==> config.mk <==
export PLATFORM = sky130hd
export DESIGN_NAME = combo_lock_ctrl
export DESIGN_NICKNAME = d
export VERILOG_FILES = /design/src/rtl/combo_lock_pkg.sv /design/src/rtl/combo_lock_ctrl_lock_timer.sv /design/src/rtl/combo_lock_ctrl.sv
export SDC_FILE = /design/constraint.sdc
export NUM_CORES = 1
export LEC_CHECK = 0
export CAP_MARGIN = 20
export CORE_UTILIZATION = 45
export DETAILED_ROUTE_END_ITERATION = 10
export PLACE_DENSITY = 0.62
export SYNTH_ARGS = -nofsm -noshare
export SYNTH_HDL_FRONTEND = slang
export SYNTH_SLANG_ARGS = --single-unit
==> constraint.sdc <==
create_clock -name clk -period 2.8 [get_ports clk]
set_input_delay 0.7 -clock clk [delete_from_list [all_inputs] [get_ports clk]]
set_output_delay 0.7 -clock clk [all_outputs]
set_load 0.005 [all_outputs]
==> src/rtl/combo_lock_pkg.sv <==
// Shared types and width helpers
// for the combination lock controller.
package combo_lock_pkg;

  typedef enum logic [1:0] {
    ST_PROG    = 2'd0,
    ST_ENTRY   = 2'd1,
    ST_LOCKOUT = 2'd2,
    ST_OPEN    = 2'd3
  } state_e;

  function automatic int clog2_min1(
    input int unsigned v
  );
    int r;
    r = $clog2(v);
    return (r < 1) ? 1 : r;
  endfunction

endpackage

==> src/rtl/combo_lock_ctrl_lock_timer.sv <==
// Loadable saturating down-counter
// with an expire flag at a fixed count.
module lock_timer #(
  parameter int               WIDTH     = 8,
  parameter logic [WIDTH-1:0] EXPIRE_AT = '0
) (
  input  logic             clk,
  input  logic             rst_n,
  input  logic             load_i,
  input  logic [WIDTH-1:0] load_val_i,
  input  logic             en_i,
  output logic [WIDTH-1:0] cnt_o,
  output logic             expire_o
);

  logic [WIDTH-1:0] cnt_q;
  logic [WIDTH-1:0] cnt_d;

  // load wins; otherwise count down and stick at zero
  always_comb begin
    cnt_d = cnt_q;
    if (load_i) begin
      cnt_d = load_val_i;
    end else if (en_i && cnt_q != '0) begin
      cnt_d = cnt_q - 1'b1;
    end
  end

  // count register
  always_ff @(posedge clk or negedge rst_n) begin
    if (!rst_n) begin
      cnt_q <= '0;
    end else begin
      cnt_q <= cnt_d;
    end
  end

  assign cnt_o    = cnt_q;
  assign expire_o = en_i & (cnt_q == EXPIRE_AT);

endmodule

==> src/rtl/combo_lock_ctrl.sv <==
// Sequential-code safe controller:
// program, entry, lockout and open states.
module combo_lock_ctrl
  import combo_lock_pkg::*;
#(
  parameter int N_CODES     = 3,
  parameter int CODE_W      = 6,
  parameter int T_MAX       = 50000000,
  parameter int MAX_TRIES   = 3,
  parameter int LOCKOUT_CYC = 100000000,
  parameter int CNT_W       = 10,
  parameter int STRICT      = 0
) (
  input  logic                    clk,
  input  logic                    rst_n,
  input  logic [CODE_W-1:0]       code_in,
  input  logic                    enter_n,
  output logic [1:0]              state,
  output logic [clog2_min1(N_CODES)-1:0] stage,
  output logic [N_CODES-1:0]      progress,
  output logic [CNT_W-1:0]        incorrect_count,
  output logic [clog2_min1(LOCKOUT_CYC+1)-1:0]
                                  lockout_left,
  output logic                    timeout_pulse
);

  localparam int SW = clog2_min1(N_CODES);
  localparam int LW = clog2_min1(LOCKOUT_CYC + 1);
  localparam int TW = clog2_min1(T_MAX);
  localparam int FW = clog2_min1(MAX_TRIES + 1);

  localparam logic [SW-1:0] LAST   = SW'(N_CODES - 1);
  localparam logic [FW-1:0] FS_TOP = FW'(MAX_TRIES - 1);
  localparam logic [TW-1:0] T_LOAD = TW'(T_MAX - 1);
  localparam logic [LW-1:0] L_LOAD = LW'(LOCKOUT_CYC);

  state_e              state_q;
  logic [SW-1:0]       stage_q;
  logic [N_CODES-1:0]  progress_q;
  logic [CNT_W-1:0]    incorrect_q;
  logic [FW-1:0]       fail_q;
  logic [CODE_W-1:0]   slot_q [N_CODES];
  logic                tp_q;
  logic                enter_n_q;

  logic                press;
  logic                code_ok;
  logic                it_en;
  logic                it_load;
  logic                it_exp;
  logic [TW-1:0]       it_cnt_unused;
  logic                lo_en;
  logic                lo_load;
  logic                lo_exp;
  logic [LW-1:0]       lo_cnt;

  // button history for falling-edge detection
  always_ff @(posedge clk or negedge rst_n) begin
    if (!rst_n) begin
      enter_n_q <= 1'b1;
    end else begin
      enter_n_q <= enter_n;
    end
  end

  assign press   = enter_n_q & ~enter_n;
  assign code_ok = (code_in == slot_q[stage_q]);

  // inactivity runs in OPEN and mid-sequence ENTRY
  assign it_en   = (state_q == ST_OPEN) ||
                   (state_q == ST_ENTRY && stage_q != '0);
  assign it_load = ~it_en | press | it_exp;

  assign lo_en   = (state_q == ST_LOCKOUT);
  assign lo_load = (state_q == ST_ENTRY) & press &
                   ~code_ok & (fail_q == FS_TOP);

  lock_timer #(
    .WIDTH     (TW),
    .EXPIRE_AT ('0)
  ) u_idle (
    .clk        (clk),
    .rst_n      (rst_n),
    .load_i     (it_load),
    .load_val_i (T_LOAD),
    .en_i       (it_en),
    .cnt_o      (it_cnt_unused),
    .expire_o   (it_exp)
  );

  lock_timer #(
    .WIDTH     (LW),
    .EXPIRE_AT (LW'(1))
  ) u_lock (
    .clk        (clk),
    .rst_n      (rst_n),
    .load_i     (lo_load),
    .load_val_i (L_LOAD),
    .en_i       (lo_en),
    .cnt_o      (lo_cnt),
    .expire_o   (lo_exp)
  );

  // main controller: presses beat timeouts
  always_ff @(posedge clk or negedge rst_n) begin
    if (!rst_n) begin
      state_q     <= ST_PROG;
      stage_q     <= '0;
      progress_q  <= '0;
      incorrect_q <= '0;
      fail_q      <= '0;
      tp_q        <= 1'b0;
      for (int i = 0; i < N_CODES; i++) begin
        slot_q[i] <= '0;
      end
    end else begin
      tp_q <= 1'b0;
      unique case (state_q)
        ST_PROG: begin
          if (press) begin
            slot_q[stage_q] <= code_in;
            if (stage_q == LAST) begin
              state_q    <= ST_ENTRY;
              stage_q    <= '0;
              progress_q <= '0;
            end else begin
              progress_q[stage_q] <= 1'b1;
              stage_q <= stage_q + 1'b1;
            end
          end
        end
        ST_ENTRY: begin
          if (press && code_ok) begin
            fail_q <= '0;
            if (stage_q == LAST) begin
              state_q    <= ST_OPEN;
              stage_q    <= '0;
              progress_q <= '1;
            end else begin
              progress_q[stage_q] <= 1'b1;
              stage_q <= stage_q + 1'b1;
            end
          end else if (press) begin
            if (incorrect_q != '1) begin
              incorrect_q <= incorrect_q + 1'b1;
            end
            if (fail_q == FS_TOP) begin
              state_q    <= ST_LOCKOUT;
              fail_q     <= '0;
              stage_q    <= '0;
              progress_q <= '0;
            end else begin
              fail_q <= fail_q + 1'b1;
              if (STRICT != 0) begin
                stage_q    <= '0;
                progress_q <= '0;
              end
            end
          end else if (it_exp) begin
            stage_q    <= '0;
            progress_q <= '0;
            tp_q       <= 1'b1;
          end
        end
        ST_LOCKOUT: begin
          if (lo_exp) begin
            state_q    <= ST_ENTRY;
            stage_q    <= '0;
            progress_q <= '0;
          end
        end
        ST_OPEN: begin
          if (press) begin
            state_q     <= ST_PROG;
            stage_q     <= '0;
            progress_q  <= '0;
            incorrect_q <= '0;
            fail_q      <= '0;
            for (int i = 0; i < N_CODES; i++) begin
              slot_q[i] <= '0;
            end
          end else if (it_exp) begin
            state_q    <= ST_ENTRY;
            stage_q    <= '0;
            progress_q <= '0;
            tp_q       <= 1'b1;
          end
        end
      endcase
    end
  end

  assign state           = state_q;
  assign stage           = stage_q;
  assign progress        = progress_q;
  assign incorrect_count = incorrect_q;
  assign lockout_left    = lo_cnt;
  assign timeout_pulse   = tp_q;

endmodule

After elaboration in Yosys (flattened, before gate mapping)
Index checks and enable logic that the tools add are counted.

operators by class
  add/sub/neg operators = 5
  order comparisons = 4
  equal/unequal tests = 20
  muxes and demuxes = 58
  bitwise logic cells = 13
  reductions and logical operators = 21

operator list
  kind                                                  count
  2-to-1 mux 27 bit                                     2
  2-to-1 mux 26 bit                                     2
  2-to-1 mux 2 bit                                      21
  2-to-1 mux 10 bit                                     4
  2-to-1 mux 18 bit                                     2
  case mux 18 bit (2 select lines)                      1
  equality test 27 x 1 -> 1 bit, second input constant  1
  2-to-1 mux 3 bit                                      9
  nonzero test 27 bit                                   1
  subtractor 27 x 1 -> 27 bit, second input constant    1
  zero test 26 bit                                      1
  nonzero test 26 bit                                   1
  subtractor 26 x 1 -> 26 bit, second input constant    1
  case mux 10 bit (2 select lines)                      1
  bitwise mux 18 bit                                    1
  2-to-1 mux 6 bit                                      3
  case mux 2 bit (4 select lines)                       2
  binary-select mux 6 bit (select 2 bit)                1
  demux 6 bit (select 2 bit)                            1
  != test 2 bit, second input constant                  6
  case mux 3 bit (4 select lines)                       1
  adder 10 x 1 -> 10 bit, second input constant         1
  != test 10 bit, second input constant                 1
  nonzero test 2 bit                                    5
  28 further kinds                                      51

word-level totals
  flip-flop bits (word level) = 92
  input port bits = 9
  output and inout port bits = 45
  word-level logic and storage cells = 133

Longest topological paths before layout
Gate-level depths: netlist of run 1.

  depth in word-level cells = 9
  gate-level depth with buffers = 10

Modules after synthesis
Synthesis of run 1 repeated with hierarchy kept, for this count alone.

unflattened totals
  cells, all modules = 636
  area total of the unflattened synthesis = 5709.2 um^2

by module, submodules not included
  module                instances  cells each  area an instance (um^2)  seq. area each (um^2)
  combo_lock_ctrl       1          259         2298.5                   977.2
  lock_timer at u_lock  1          194         1769.2                   675.6
  lock_timer at u_idle  1          183         1641.6                   650.6

Least setup slack after synthesis of run 1
OpenSTA, ideal clock, no wires.

  path kind = input -> register
  from = input port code_in[1]
  to = register incorrect_q[8], in the netlist incorrect_count[8]
  arrival = 2367 ps
  data required time = 2674 ps
  setup slack = 307 ps
  stages = 8
  path through = or4bb_1 -> o221a_2 -> o211ai_1 -> and4bb_2 -> nor2_2 -> buf_2 -> nand2_1 -> a221o_1

on the way
  word-level cells in the longest chain between the ends = 4

RTL lines
  element                               line                    RTL
  start, declared                       combo_lock_ctrl.sv:16   input logic [CODE_W-1:0] code_in,
  equality test 6 bit                   combo_lock_ctrl.sv:67   assign code_ok = (code_in == slot_q[stage_q]);
  logical AND 1 bit                     combo_lock_ctrl.sv:133  if (press && code_ok) begin
  != test 2 bit (no source line)        n/a
  AND reduction 5 bit (no source line)  n/a
  end signal, assigned                  combo_lock_ctrl.sv:145  incorrect_q <= incorrect_q + 1'b1;
  end, declared                         combo_lock_ctrl.sv:40   logic [CNT_W-1:0] incorrect_q;

Every way passes these cells.
A chain may end at the register's enable or synchronous reset.

==> results of run 1 <==
-- power by group --
part	internal (uW)	total, uW	switching [uW]
sequential	1610	1940	331
clock	394	859	465
combinational	1010	2020	1010
total	3020	4820	1800
-- cells in the mapped netlist (all sizes together), types with 4 or more instances --
master  count  area, um2
xnor2      31      271.5
or4         5      41.29
ha          6      75.07
nand3b      4      30.03
nand3      15      75.07
nor2       54      205.2
inv         9      33.78
xor2       13      113.9
a21oi      14      70.07
nand2      95      356.6
nor4       13      108.9
o21ai      29      145.1
nand2b     10      62.56
a211o       5      43.79
or3        10      67.56
nor2b      11      68.82
buf         8      48.80
and3       15      93.84
nor3       31      165.2
dfrtp      91       2277
nand4       6      37.54
mux2        4      45.04
and2        5      31.28
clkbuf     13      48.80
o211ai      6      45.04
a221o       5      50.05
-- worst min path at each step --
stage / start / end / cells past startpoint
floorplan: rst_n / async pin / 0
finish: rst_n / u_lock.cnt_o[8]$_DFFE_PN0P_ / 1
global route: rst_n / u_lock.cnt_o[18]$_DFFE_PN0P_ / 1
global placement: slot_q[6]$_DFFE_PN0P_ / slot_q[6]$_DFFE_PN0P_ / 2
CTS: rst_n / progress[2]$_DFFE_PN0P_ / 1
detailed placement: slot_q[12]$_DFFE_PN0P_ / slot_q[12]$_DFFE_PN0P_ / 2
-- cells by family (layout without fill, tap and decap cells) --
logic type                 count (synthesis)  after routing  share of synthesized area, %
xor gates and xnor gates                  44             44                         7.780
muxes                                      7              7                         1.515
DFF                                       92             92                         46.50
buffers and inverters                     30            116                         2.652
AOI/OAI and AO/OA                         80             80                         10.94
and+or+nand+nor                          284            284                         29.10
adders and majority gates                  6              6                         1.515
-- worst reg2reg max path, cell delays in order, from the launching register on --
cell and delay (ns):
dfrtp_1 0.43, or4_1 0.53, or3_1 0.49, nor4_4 0.33, a211o_1 0.18, o21a_2 0.17, nand2_1 0.11, a211o_1 0.30
-- metrics by stage --
stage	instance area (um2)	utilization (%)	cells	setup WS [ns]
2_1_floorplan	4954	-	543	0.3065
3_3_place_gp	5842	55.59	746	-0.1797
3_5_place_dp	5852	55.69	748	-0.1962
4_1_cts	6035	57.42	764	0.1400
5_1_grt	6041	57.48	765	0.03780
6_report	6041	57.48	765	0.1536
-- sequential cells by signal, indices dropped and copies added (netlist names), named ones only --
register         cells
u_idle.cnt_o        26
slot_q              18
enter_n_q            1
fail_q               2
stage                2
state                2
incorrect_count     10
u_lock.cnt_o        27
timeout_pulse        1
progress             2
-- what timing repair did --
item / in CTS / in global routing
hold buffers: 0 / 0
endpoints found under the setup margin: 0 / 2
resized for setup: 0 / 1
-- routing by layer --
layer  wire (um)  vias to the layer above
met4         146                        0
met3         345                       12
met1        5528                     2015
met2        5213                       69
li1            -                     2059
met5           0                        -
-- cell type report --
class / count / share of cell area, %
clock inverter: 2 / 0.1657
timing repair buffer: 91 / 13.75
sequential: 92 / 38.15
tap: 136 / 2.817
clock buffer: 14 / 2.858
inverter: 9 / 0.5592
multi-input combinational: 421 / 41.69
==> results.sh, run 1 <==
export IMPL_layout_common_cells="nand2_1, dfrtp_1, nor2_1"
export IMPL_layout_commonest_cell="nand2_1"
export IMPL_nFillCells=974
export IMPL_syn_area_mm2=0.004954
export IMPL_met3_usage_pct=3.465
export IMPL_drc=0
export IMPL_regArea_mm2=0.002305
export IMPL_antenna_found_initial=0
export IMPL_status="complete, no violations"
export IMPL_syn_area_per_cell_um2=9.122
export IMPL_clk_path_buf_depth=2
export IMPL_io_buffers=53
export IMPL_vias=4155
export IMPL_ys_flop_type="dfrtp_1"
export IMPL_rr_startpoint="u_lock.cnt_o[5]$_DFFE_PN0P_"
export IMPL_worst_pin_slew_ns=0.7853
export IMPL_path_cells="or4_1 > or3_1 > nor4_4 > a211o_1 > o21a_2 > nand2_1 > a211o_1"
export IMPL_multi_input_area_mm2=0.002519
export IMPL_r2r_slack_ns=0.15
export IMPL_cts_tree="yes"
export IMPL_gr_usage_all_layers_pct=20.78
export IMPL_firstDrtPassIters=4
export IMPL_seq_area_frac_synth_pct=46.50
export IMPL_final_max_slew_viol_count=0
export IMPL_post_route_min_period_ns=2.646
export IMPL_dieHeight_um=106.9
export IMPL_crit_path_frequent_cell="a211o_1"
export IMPL_crit_arrival_ns=2.91
export IMPL_via_per_inst=5.431
export IMPL_cts_htree_levels=3
export IMPL_drive_above_1_share_pct=11.92
export IMPL_finalSetupTns_ns=0
export IMPL_gr_usage_met2_pct=32.17
export IMPL_start_util_pct=47.14
export IMPL_whs_ns=0.2016
export IMPL_grt_max_degree=49
export IMPL_final_nets=639
export IMPL_ant_nets=0
export IMPL_hold_violations=0
export IMPL_timing_slew_headroom_pct=47.25
export IMPL_r2r_cells=7
export IMPL_grt_overflow=0
export IMPL_synth_fp_nets=558
export IMPL_ys_ff_latch=92
export IMPL_dp_hpwl_mm=7.918
export IMPL_maxCapViolations=0
export IMPL_num_rows=37
export IMPL_period_share_pct=94.52
export IMPL_busiest_layer="met2"
export IMPL_cp_slowest_stage_delay_ns=0.53
export IMPL_critPathRequiredTime_ns=3.06
export IMPL_cp_buffers_inverters=0
export IMPL_die_w_um=106.9
export IMPL_finalWirelength_mm=11.23
export IMPL_cts_buffers=9
export IMPL_grt_pass1_wl_mm=18.69
export IMPL_synth_edff_count=0
export IMPL_async_reset_ff_share_pct=100.0
export IMPL_cp_slowest_cell="or4_1"
export IMPL_path_clk_slew_ns=0.09
export IMPL_p_per_area_mw_per_mm2=798.7
export IMPL_place_gp_congestion=0.7859
export IMPL_worstHoldPathType="input pin to async pin"
export IMPL_p_leak_uw=0.002348
export IMPL_rsz0062_at_grt="no"
export IMPL_final_setup_viol_count=0
export IMPL_synth_cell_types=61
export IMPL_clockRootBuffer="clkbuf_8"
export IMPL_path_depth=7
export IMPL_grtUsageMet1_pct=29.29
export IMPL_drtIter0Drc=187
export IMPL_synth_warning_count=0
export IMPL_dieArea_mm2=0.01143
export IMPL_post_drt_wl_per_cell_um=14.68
export IMPL_area_growth_pct=21.95
export IMPL_crit_type="flip-flop to flip-flop"
export IMPL_cp_end_kind="flip-flop"
export IMPL_skew_ns=0.01137
export IMPL_ios=54
export IMPL_fmaxAchievable_mhz=377.9
export IMPL_cts_setup_buffers=0
export IMPL_synth_cells=543
export IMPL_crit_start="u_lock.cnt_o[5]$_DFFE_PN0P_"
export IMPL_peakVddDrop_uv=494.6
export IMPL_cp_max_fo=8
export IMPL_total_power_uw=4825
export IMPL_crit_family="simple AND/OR/NAND/NOR gates"
export IMPL_coreArea_mm2=0.01051
export IMPL_clock_sinks=92
export IMPL_n_antenna_cell=0
export IMPL_clkLatencyLatePin_ns=0.37
export IMPL_grt_pass1_vias=3891
export IMPL_setup_worst_path_start_class="flip-flop"
Note: power is estimated with default switching activity, not from simulation.
==> run 2: changes to the inputs <==
SLEW_MARGIN = 20   (was unset)
==> run 2 against run 1 <==
- clock skew grew 0.0018 ns
- combinational power is essentially flat
- global-route usage grew 0.10 points
- sequential power is essentially flat
- critical path depth grew 2
- register-to-register slack gained 0.05 ns
- power grew 0.13%
- core utilization is essentially flat
- highest routed layer unchanged
- cell area is essentially flat
- non-clock buffer count shrank 3
- largest cell class unchanged
==> results.sh, run 2 (synthesis results as in run 1) <==
export IMPL_cts_htree_levels=3
export IMPL_total_power_uw=4831
export IMPL_n_antenna_cell=0
export IMPL_layout_common_cells="nand2_1, dfrtp_1, nor2_1"
export IMPL_crit_arrival_ns=2.88
export IMPL_critPathRequiredTime_ns=3.06
export IMPL_cts_tree="yes"
export IMPL_nFillCells=958
export IMPL_num_rows=37
export IMPL_cts_buffers=9
export IMPL_post_drt_wl_per_cell_um=14.51
export IMPL_final_nets=636
export IMPL_ios=54
export IMPL_via_per_inst=5.383
export IMPL_path_clk_slew_ns=0.10
export IMPL_rsz0062_at_grt="no"
export IMPL_dp_hpwl_mm=7.848
export IMPL_p_leak_uw=0.002340
export IMPL_die_w_um=106.9
export IMPL_multi_input_area_mm2=0.002524
export IMPL_cp_slowest_cell="or4bb_1"
export IMPL_final_setup_viol_count=0
export IMPL_io_buffers=53
export IMPL_antenna_found_initial=0
export IMPL_cp_end_kind="flip-flop"
export IMPL_cp_max_fo=8
export IMPL_dieHeight_um=106.9
export IMPL_clockRootBuffer="clkbuf_8"
export IMPL_setup_worst_path_start_class="input pin"
export IMPL_clk_path_buf_depth=2
export IMPL_finalWirelength_mm=11.06
export IMPL_place_gp_congestion=0.7859
export IMPL_post_route_min_period_ns=2.623
export IMPL_grt_pass1_vias=3912
export IMPL_maxCapViolations=0
export IMPL_cp_slowest_stage_delay_ns=0.48
export IMPL_p_per_area_mw_per_mm2=800.2
export IMPL_coreArea_mm2=0.01051
export IMPL_dieArea_mm2=0.01143
export IMPL_drive_above_1_share_pct=11.98
export IMPL_grt_overflow=0
export IMPL_hold_buffers=0
export IMPL_layout_commonest_cell="nand2_1"
export IMPL_post_route_util_pct=57.45
export IMPL_status="complete, no violations"
export IMPL_cts_setup_buffers=0
export IMPL_ctsResizeCount=0
export IMPL_fmaxAchievable_mhz=381.3
export IMPL_regArea_mm2=0.002305
export IMPL_timing_slew_headroom_pct=46.17
export IMPL_largest_reg_flops=27
export IMPL_grt_pass1_wl_mm=18.84
export IMPL_drtIter0Drc=202
export IMPL_worst_pin_slew_ns=0.8021
export IMPL_drc=0
export IMPL_skew_ns=0.01313
export IMPL_path_cells="clkdlybuf4s50_1 > or4bb_1 > o221a_2 > o211ai_1 > and4bb_2 > nor2_2 > buf_4 > nand2_1 > a221o_1"
export IMPL_grt_max_degree=49
export IMPL_peakVddDrop_uv=441.7
export IMPL_clkLatencyLatePin_ns=0.37
export IMPL_hold_violations=0
export IMPL_worstHoldPathType="input pin to async pin"
export IMPL_clock_sinks=92
export IMPL_final_max_slew_viol_count=0
export IMPL_start_util_pct=47.14
export IMPL_gr_usage_all_layers_pct=20.88
export IMPL_crit_type="input pin to flip-flop"
export IMPL_period_share_pct=93.67
export IMPL_ant_nets=0
export IMPL_firstDrtPassIters=5
export IMPL_area_growth_pct=21.87
export IMPL_vias=4102
==> run 2: cell count changes in the layout (fill, tap and decap cells not counted), moves of 3 or more <==
| cell | previous run | this run |
|---|---|---|
| buf_2 | 3 | 0 |
| o21ai_1 | 0 | 3 |
| o21ai_0 | 29 | 26 |
| clkbuf_8 | 12 | 9 |
==> run 2: routing by layer <==
metal / wire [um] / part of all wire, % / vias up / track usage [%]
li1: - / - / 2066 / -
met1: 5514 / 50 / 1949 / 30.22
met2: 5058 / 46 / 76 / 31.94
met3: 356 / 3.2 / 11 / 2.796
met4: 131 / 1.2 / 0 / 7.730
met5: 0 / 0 / - / 0
==> run 2: area by class of cell <==
type | instances | share of cell area, %
tap | 136 | 2.819
multi-input combinational | 421 | 41.80
sequential | 92 | 38.18
timing repair buffer | 88 | 13.51
inverter | 9 | 0.5596
clock buffer | 9 | 2.052
clock inverter | 7 | 1.078
==> run 2: path summary, 6_finish.rpt <==
path	from	end	slack (ns)	cells after the start
max reg2reg	u_lock.cnt_o[14]$_DFFE_PN0P_	flip-flop	0.20	7
min in group clk	u_idle.cnt_o[0]$_DFFE_PN0P_	u_idle.cnt_o[0]$_DFFE_PN0P_	0.49	1
min	rst_n	u_lock.cnt_o[8]$_DFFE_PN0P_	0.20	1
max	code_in[1]	incorrect_count[8]$_DFFE_PN0P_	0.18	9
min reg2reg	u_idle.cnt_o[0]$_DFFE_PN0P_	u_idle.cnt_o[0]$_DFFE_PN0P_	0.49	1
max in group asynchronous	rst_n	slot_q[6]$_DFFE_PN0P_	1.96	2
==> run 2: per-stage QoR <==
stage / worst slack [ns] / hold slack (ns) / TNS, ns / cells / cell area [um2]
2_1_floorplan: 0.3065 / 0.4044 / 0 / 543 / 4954
3_3_place_gp: -0.1797 / 0.4609 / -2.090 / 746 / 5842
3_5_place_dp: -0.2038 / 0.4668 / -3.547 / 746 / 5842
4_1_cts: 0.1284 / 0.1982 / 0 / 762 / 6031
5_1_grt: 0.03400 / 0.2023 / 0 / 762 / 6037
6_report: 0.1773 / 0.2007 / 0 / 762 / 6037
==> run 2: worst max-delay path, delay by kind of cell <==
kind                   cells  cell delay [ns]
AND/OR/NAND/NOR            4             1.03
buffers and inverters      2             0.62
AO/OA/AOI/OAI              3             0.52
==> run 2: report_power, final <==
| part | switching, uW | internal (uW) | leakage [uW] |
|---|---|---|---|
| logic | 1010 | 1010 | 0.00120 |
| clock network | 522 | 345 | 0.0000943 |
| registers | 329 | 1610 | 0.00104 |
==> run 3: changes to the inputs <==
CORE_UTILIZATION = 57   (was 45)
PLACE_DENSITY = 0.8   (was 0.62)
SLEW_MARGIN = unset   (was 20)
==> run 3 against run 2 <==
- register-to-register slack got worse by 0.05 ns
- clock skew fell by 0.0012 ns
- first-iteration DRC count rose by 15%
- flip-flop and latch count did not move
- hold slack improved by 0.028 ns
- sequential share of layout area rose by 0.56 points
==> results.sh, run 3 (synthesis results as in run 1) <==
export IMPL_status="complete, no violations"
export IMPL_n_antenna_cell=0
export IMPL_critPathRequiredTime_ns=3.06
export IMPL_clk_path_buf_depth=2
export IMPL_fin_area_mm2=0.005947
export IMPL_crit_arrival_ns=2.91
export IMPL_p_per_area_mw_per_mm2=812.4
export IMPL_place_ws_ns=-0.2035
export IMPL_cts_buffers=9
export IMPL_layout_common_cells="nand2_1, dfrtp_1, nor2_1"
export IMPL_final_nets=628
export IMPL_clkLatencyLatePin_ns=0.36
export IMPL_io_buffers=53
export IMPL_wl_met1_mm=5.008
export IMPL_skew_ns=0.01197
export IMPL_maxCapViolations=0
export IMPL_worst_slack_ns=0.1450
export IMPL_via_per_inst=5.871
export IMPL_final_setup_viol_count=0
export IMPL_die_w_um=95.22
export IMPL_gr_usage_all_layers_pct=25.64
export IMPL_wl_met2_mm=5.285
export IMPL_cp_max_fo=8
export IMPL_rsz0062_at_grt="no"
export IMPL_drc=0
export IMPL_p_leak_uw=0.002300
export IMPL_final_max_slew_viol_count=0
export IMPL_dieHeight_um=95.22
export IMPL_post_drt_wl_per_cell_um=15.09
export IMPL_hold_buffers=0
export IMPL_finalWirelength_mm=10.91
export IMPL_wl_met3_um=560
export IMPL_cts_htree_levels=3
export IMPL_place_area_mm2=0.005748
export IMPL_ctsResizeCount=0
export IMPL_crit_type="flip-flop to flip-flop"
export IMPL_worst_pin_slew_ns=0.7679
export IMPL_crit_family="simple AND/OR/NAND/NOR gates"
export IMPL_dieArea_mm2=0.009067
export IMPL_firstDrtPassIters=5
export IMPL_peakVddDrop_uv=400.5
export IMPL_cp_slowest_cell="or4_1"
export IMPL_fmaxAchievable_mhz=376.6
export IMPL_cp_buffers_inverters=0
export IMPL_finalSetupTns_ns=0
export IMPL_vias=4245
export IMPL_num_rows=33
export IMPL_layout_commonest_cell="nand2_1"
export IMPL_place_gp_congestion=0.8143
export IMPL_largest_reg_flops=27
export IMPL_crit_path_frequent_cell="a211o_1"
export IMPL_antenna_found_initial=0
export IMPL_timing_slew_headroom_pct=48.41
export IMPL_worstHoldPathType="input pin to async pin"
export IMPL_start_util_pct=59.69
export IMPL_post_route_min_period_ns=2.655
export IMPL_grt_max_degree=45
export IMPL_grt_pass1_vias=3864
export IMPL_dp_hpwl_mm=7.790
export IMPL_maxUsedRoutingLayer="met4"
export IMPL_drtIter0Drc=232
export IMPL_cp_end_kind="flip-flop"
export IMPL_ant_nets=0
export IMPL_cp_slowest_stage_delay_ns=0.54
export IMPL_clock_sinks=92
export IMPL_area_growth_pct=20.06
export IMPL_path_cells="or4_1 > or3_1 > nor4_4 > a211o_1 > o21a_2 > nand2_1 > a211o_1"
export IMPL_r2r_slack_ns=0.15
export IMPL_coreArea_mm2=0.008299
export IMPL_clockRootBuffer="clkbuf_8"
export IMPL_path_clk_slew_ns=0.09
export IMPL_setup_worst_path_start_class="flip-flop"
export IMPL_period_share_pct=94.82
export IMPL_drive_above_1_share_pct=10.19
export IMPL_hold_violations=0
export IMPL_ios=54
export IMPL_grt_pass1_wl_mm=17.96
export IMPL_cts_setup_buffers=0
export IMPL_grt_overflow=0
export IMPL_cts_tree="yes"
run 3: worst paths after layout:
| check | from | end | cells after the start |
|---|---|---|---|
| setup / recovery | u_lock.cnt_o[10]$_DFFE_PN0P_ | flip-flop | 7 |
| hold / removal | rst_n | u_lock.cnt_o[10]$_DFFE_PN0P_ | 1 |
| setup reg to reg | u_lock.cnt_o[10]$_DFFE_PN0P_ | flip-flop | 7 |
| hold reg to reg | u_idle.cnt_o[0]$_DFFE_PN0P_ | u_idle.cnt_o[0]$_DFFE_PN0P_ | 1 |
| max in group asynchronous | rst_n | enter_n_q$_DFF_PN1_ | 2 |
| min in group clk | u_idle.cnt_o[0]$_DFFE_PN0P_ | u_idle.cnt_o[0]$_DFFE_PN0P_ | 1 |
run 3: layout make-up:
| cell class | instances | area, um2 |
|---|---|---|
| tap | 105 | 131.4 |
| timing repair buffer | 80 | 765.7 |
| clock inverter | 5 | 62.56 |
| fill | 646 | 2352 |
| inverter | 9 | 33.78 |
| sequential | 92 | 2303 |
| clock buffer | 11 | 131.4 |
| multi-input combinational | 421 | 2519 |
run 3: metrics by stage:
step / std cells / hold slack [ns] / power, uW / utilization, %
floorplan: 543 / 0.4044 / 3095 / -
global placement: 706 / 0.4507 / 3870 / 69.26
global route: 723 / 0.2318 / 5171 / 71.66
CTS: 722 / 0.2304 / 4854 / 71.60
finish: 723 / 0.2285 / 4832 / 71.66
detailed placement: 706 / 0.4588 / 3946 / 69.26
run 3: metal layers:
| layer | track usage [%] | vias to the layer above |
|---|---|---|
| li1 | - | 2041 |
| met1 | 35.94 | 2071 |
| met2 | 40.71 | 128 |
| met3 | 5.183 | 5 |
| met4 | 6.692 | 0 |
| met5 | 0 | - |
run 3: power by group:
part           internal (uW)  switching, uW  total [uW]
logic                    990           1020        2010
registers               1610            314        1930
clock network            417            478         895
total                   3020           1810        4830
